File: src/rtl/sr_writer_pkg.sv
// Shared types and default sizing for the SR-bank write controller.
package sr_writer_pkg;

    localparam int unsigned DEFAULT_WIDTH     = 8;
    localparam int unsigned DEFAULT_MAX_RETRY = 3;

    typedef enum logic [1:0] {
        IDLE  = 2'd0,
        DRIVE = 2'd1,
        CHECK = 2'd2,
        ERR   = 2'd3
    } state_t;

endpackage

File: src/rtl/sr_excite.sv
// Minimal SR excitation: only masked bits that differ from the target get
// exactly one of S or R, so S and R are never high together.
module sr_excite #(
    parameter int unsigned WIDTH = 8
) (
    input  logic [WIDTH-1:0] data,
    input  logic [WIDTH-1:0] mask,
    input  logic [WIDTH-1:0] q,
    output logic [WIDTH-1:0] s,
    output logic [WIDTH-1:0] r
);

    assign s = mask &  data & ~q;
    assign r = mask & ~data &  q;

endmodule

File: src/rtl/sr_bank_writer.sv
// Write controller for an SR-cell bank: drive minimal excitation for one
// cycle, read Q back, retry on mismatch and latch a sticky error when out of retries.
module sr_bank_writer
    import sr_writer_pkg::*;
#(
    parameter int unsigned WIDTH     = DEFAULT_WIDTH,
    parameter int unsigned MAX_RETRY = DEFAULT_MAX_RETRY
) (
    input  logic                               clk,
    input  logic                               rst,
    input  logic                               in_valid,
    output logic                               in_ready,
    input  logic [WIDTH-1:0]                   in_data,
    input  logic [WIDTH-1:0]                   in_mask,
    input  logic [WIDTH-1:0]                   q_in,
    output logic [WIDTH-1:0]                   s_out,
    output logic [WIDTH-1:0]                   r_out,
    output logic                               done,
    output logic                               err,
    output logic [$clog2(MAX_RETRY+1)-1:0]     retry_cnt
);

    localparam int unsigned CW = $clog2(MAX_RETRY + 1);

    state_t           state_q, state_d;
    logic [WIDTH-1:0] tgt_q, tgt_d;
    logic [WIDTH-1:0] msk_q, msk_d;
    logic [WIDTH-1:0] s_d, r_d;
    logic             done_d, err_d, ready_d;
    logic [CW-1:0]    cnt_d;

    logic [WIDTH-1:0] ex_data, ex_mask, ex_s, ex_r;
    logic             match;

    // The first drive uses the incoming request; retries use the latched copy.
    assign ex_data = (state_q == IDLE) ? in_data : tgt_q;
    assign ex_mask = (state_q == IDLE) ? in_mask : msk_q;
    assign match   = ((q_in ^ tgt_q) & msk_q) == '0;

    sr_excite #(.WIDTH(WIDTH)) u_excite (
        .data (ex_data),
        .mask (ex_mask),
        .q    (q_in),
        .s    (ex_s),
        .r    (ex_r)
    );

    always_comb begin
        state_d = state_q;
        tgt_d   = tgt_q;
        msk_d   = msk_q;
        s_d     = '0;
        r_d     = '0;
        done_d  = 1'b0;
        err_d   = err;
        cnt_d   = retry_cnt;
        ready_d = 1'b0;
        case (state_q)
            IDLE: begin
                ready_d = 1'b1;
                if (in_valid && in_ready) begin
                    tgt_d   = in_data;
                    msk_d   = in_mask;
                    s_d     = ex_s;
                    r_d     = ex_r;
                    cnt_d   = '0;
                    ready_d = 1'b0;
                    state_d = DRIVE;
                end
            end
            DRIVE: state_d = CHECK;
            CHECK: begin
                if (match) begin
                    done_d  = 1'b1;
                    ready_d = 1'b1;
                    state_d = IDLE;
                end else if (retry_cnt < CW'(MAX_RETRY)) begin
                    cnt_d   = retry_cnt + CW'(1);
                    s_d     = ex_s;
                    r_d     = ex_r;
                    state_d = DRIVE;
                end else begin
                    err_d   = 1'b1;
                    state_d = ERR;
                end
            end
            ERR:     err_d   = 1'b1;
            default: state_d = IDLE;
        endcase
    end

    always_ff @(posedge clk) begin
        if (rst) begin
            state_q   <= IDLE;
            tgt_q     <= '0;
            msk_q     <= '0;
            s_out     <= '0;
            r_out     <= '0;
            done      <= 1'b0;
            err       <= 1'b0;
            retry_cnt <= '0;
            in_ready  <= 1'b0;
        end else begin
            state_q   <= state_d;
            tgt_q     <= tgt_d;
            msk_q     <= msk_d;
            s_out     <= s_d;
            r_out     <= r_d;
            done      <= done_d;
            err       <= err_d;
            retry_cnt <= cnt_d;
            in_ready  <= ready_d;
        end
    end

endmodule

File: config.mk
export PLATFORM = sky130hd
export DESIGN_NAME = sr_bank_writer
export DESIGN_NICKNAME = d
export VERILOG_FILES = /design/src/rtl/sr_writer_pkg.sv /design/src/rtl/sr_excite.sv /design/src/rtl/sr_bank_writer.sv
export SDC_FILE = /design/constraint.sdc
export NUM_CORES = 1
export LEC_CHECK = 0
export CAP_MARGIN = 20
export CORE_UTILIZATION = 40
export CTS_CLUSTER_DIAMETER = 30
export DETAILED_ROUTE_END_ITERATION = 8
export PLACE_DENSITY = 0.77
export SYNTH_ARGS = -nofsm -noshare
export SYNTH_HDL_FRONTEND = slang
export SYNTH_SLANG_ARGS = --single-unit
File: constraint.sdc
create_clock -name clk -period 2.5 [get_ports clk]
set_input_delay 0.25 -clock clk [delete_from_list [all_inputs] [get_ports clk]]
set_output_delay 0.25 -clock clk [all_outputs]
set_load 0.005 [all_outputs]
==> metrics.yaml <==
synth:
  ys_seq_elements: 39
  mean_area_per_synthesized_cell_sq_um: 8.480
  synthesized_cell_area_sq_um: 1908
  parity_gate_share_of_the_synthesized_area_counting_xor_and_xnor_cells: 0.03672
  post_synthesis_net_count: 258
  synth_area_leader_cell: "dfxtp_1"
  seq_area_frac_synth: 0.4092
  combinational_family_with_the_most_area_after_synthesis: "simple AND/OR/NAND/NOR gates"
  ys.warnings.count: 0
  synth-edff-count: 0
  synth-compound-area-share: 0.2328
  synth_adder_area_share: 0.03934
  synth_simple_gate_area_frac: 0.2361
  synth_cell_types: 35
  async_flop_share: 0
  synthesis.instances: 225
  synth_top_area_frac: 0.4092
  synth_top_flop_cell: "dfxtp_1"
  post_synth_main_area_contributors: "dfxtp_1, nand2_1, a211oi_1"
  synth.mux.area_fraction: 0.005246
clocking:
  total_of_hold_buffers_inserted_after_clock_tree_synthesis: 0
  clock_latency_ns: 0.29
  ctsHtreeMaxLevel: 2
  cts.repair.resized: 0
  cts.reportedPaths.clkPinSlew_ns: 0.07
  cts_tree: "done"
  cts.sinks: 39
  clock_path_buffers: 2
  cts_made_buffers: 5
  cts_setup_buffers: 0
  clock-root-buffer: "clkbuf_8"
sta:
  finalWorstPathRequiredPeriod_ns: 1.783
  worst_pin_slew_ns: 0.6649
  max_freq_ghz: 0.5610
  drv_slew: 0
  finalHoldViolations: 0
  fin_skew_ns: 0.002023
  setup_total_negative_slack_ns: 0
  grt_setup_unrepaired: "no"
  setup_viol: 0
  fin_crit_sh: 0.7130
  max_slew_margin: 0.5568
setup_path:
  critical_path.startpoint: "state_q[0]"
  critPathMaxStageDelay_ns: 0.39
  critical_path.max_fanout: 11
  path_cells: "inv_1 > ha_1 > a21bo_2 > o211ai_1 > nor4_1 > o21ai_0 > o311ai_1"
  worst_setup_path_start_kind: "flop"
  cp_data_required_time_ns: 2.71
  critical_path_arrival_ns: 1.99
  cp-end-kind: "flop"
  cpLargestDelayFamily: "compound AO/OA/AOI/OAI gates"
  timing_worst_setup_path_type: "flop to flop"
  worst-path-buf-inv: 1
  slowest_cell_on_the_critical_path: "dfxtp_1"
  r2r-start: "state_q[0]"
outcome:
  failing_checks: "design-rule violations"
  run_status: "finished with violations"
cells_and_area:
  multi_input_comb_area_sq_um: 1050
  layout_cells_sized_above_1: 0.06667
  finish.net_count: 302
  area_growth_pct: 31.02
  ff_latch_area_sq_um: 780.7
  antenna-diode-count: 0
  fillCellCount: 419
route:
  routed_wl_mm: 4.297
  drt.antenna.violating_nets: 0
  number_of_vias_after_detailed_routing: 1745
  first_iter_violations: 63
  firstDrtPassIters: 9
  drc: 5
  route.detailed.wl_per_inst_um: 13.34
  route.detailed.vias_per_inst: 5.419
die:
  boundaryPins: 48
  die_width_um: 71.07
  start_util: 0.4265
  design.core.area_sq_um: 4474
  std_cell_rows: 24
  design.die.area_sq_um: 5050
  die_height_um: 71.07
power_and_ir_drop:
  power_per_cell_area_nw_per_um2: 695.3
  vdd_drop_max_uv: 309.2
  fin_total_pwr_w: 0.001738
  power.leakage_nw: 0.8869
min_path:
  hold_start: "msk_q[1]"
  min-delay-path-class: "flop to flop"
global_route:
  grt_pass1_vias: 1567
  grt_antenna_before_repair: 0
  pin_count_of_the_biggest_net_entering_global_routing: 43
  globalRoute.totalOverflow: 0
  grt_first_pass_wirelength_mm: 6.948
  global_route.usage.total: 0.1762
placed_design:
  routabilityCongestion: 0.9045
  detailedPlacementHpwl_mm: 2.970
  port-buffer-count: 47
job:
  timing.max_cap.violations: 0
metrics by stage:
step                      hold WS [ns]  setup WS [ns]  area (sq um)  utilization  std cells
after floorplan                 0.3783         0.9931          1908            -        225
after global placement          0.4710         0.6265          2415       0.5397        314
after detailed placement        0.4811         0.5841          2415       0.5397        314
after CTS                       0.4923         0.7395          2500       0.5587        322
after global routing            0.5159         0.5837          2500       0.5587        322
final                           0.4935         0.7175          2500       0.5587        322
sequential cells by signal, summed over array words and instances, names as in the netlist:
register,flops
done,1
err,1
in_ready,1
msk_q,8
r_out,8
retry_cnt,2
s_out,8
state_q,2
tgt_q,8
layout make-up:
class	count	share of cell area
clock buffer	6	0.02903
tap	52	0.02603
multi-input combinational	168	0.4199
timing repair buffer	52	0.2032
clock inverter	2	0.005005
sequential	39	0.3123
inverter	3	0.004505
cells in the mapped netlist (all sizes together), types with 6 or more instances:
library cell	n
buf	6
nand3b	9
ha	6
clkbuf	9
a21oi	22
o21ai	12
xor2	8
nor3b	7
nand3	9
a211oi	15
nand2	40
a21o	7
dfxtp	39
and3b	7
metal layers:
layer,vias up,part of all wire,track usage
li1,893,-,-
met1,801,0.45,0.2192
met2,45,0.48,0.2863
met3,6,0.054,0.04558
met4,0,0.018,0.08222
met5,-,0,0
cell families after synthesis:
| group | after synthesis |
|---|---|
| multiplexers | 1 |
| AO/OA/AOI/OAI | 68 |
| adder cells (fa/ha/maj) | 6 |
| XOR/XNOR | 8 |
| AND/OR/NAND/NOR | 85 |
| flip-flops | 39 |
| buffers and inverters | 18 |
worst register-to-register path: cells and delay by family (launching register included):
| family | cells | cell delay, ns |
|---|---|---|
| flip-flops | 1 | 0.39 |
| buffers and inverters | 1 | 0.10 |
| adder cells (fa/ha/maj) | 1 | 0.33 |
| AO/OA/AOI/OAI | 4 | 0.64 |
| AND/OR/NAND/NOR | 1 | 0.22 |
worst paths after layout:
kind	end	slack [ns]	cells after the start
worst min register to register	msk_q[1]	0.49	2
worst max-delay path	retry_cnt[0]	0.72	7
worst max register to register	retry_cnt[0]	0.72	7
worst min-delay path	msk_q[1]	0.49	2
placed cells by master, fill, tap and decap left out, types with 3 or more instances in the layout:
master | synthesis | layout
a211oi_1 | 15 | 15
a21o_1 | 7 | 7
a21oi_1 | 22 | 22
and3b_1 | 7 | 7
buf_4 | 1 | 5
clkbuf_8 | 0 | 5
clkdlybuf4s50_1 | 0 | 47
dfxtp_1 | 39 | 39
ha_1 | 6 | 6
inv_1 | 3 | 3
nand2_1 | 39 | 39
nand3_1 | 9 | 9
nand3b_1 | 9 | 9
nor2_1 | 4 | 4
nor3_1 | 4 | 4
nor3b_1 | 7 | 7
o21ai_0 | 11 | 11
xor2_1 | 8 | 8
where the power goes:
part	total, W	switching (W)	internal, W
sequential	0.000729	0.0000532	0.000676
clock	0.000412	0.000217	0.000195
combinational	0.000597	0.000332	0.000265
total	0.00174	0.000602	0.00114
No activity file was read; power rests on OpenSTA's default activity.
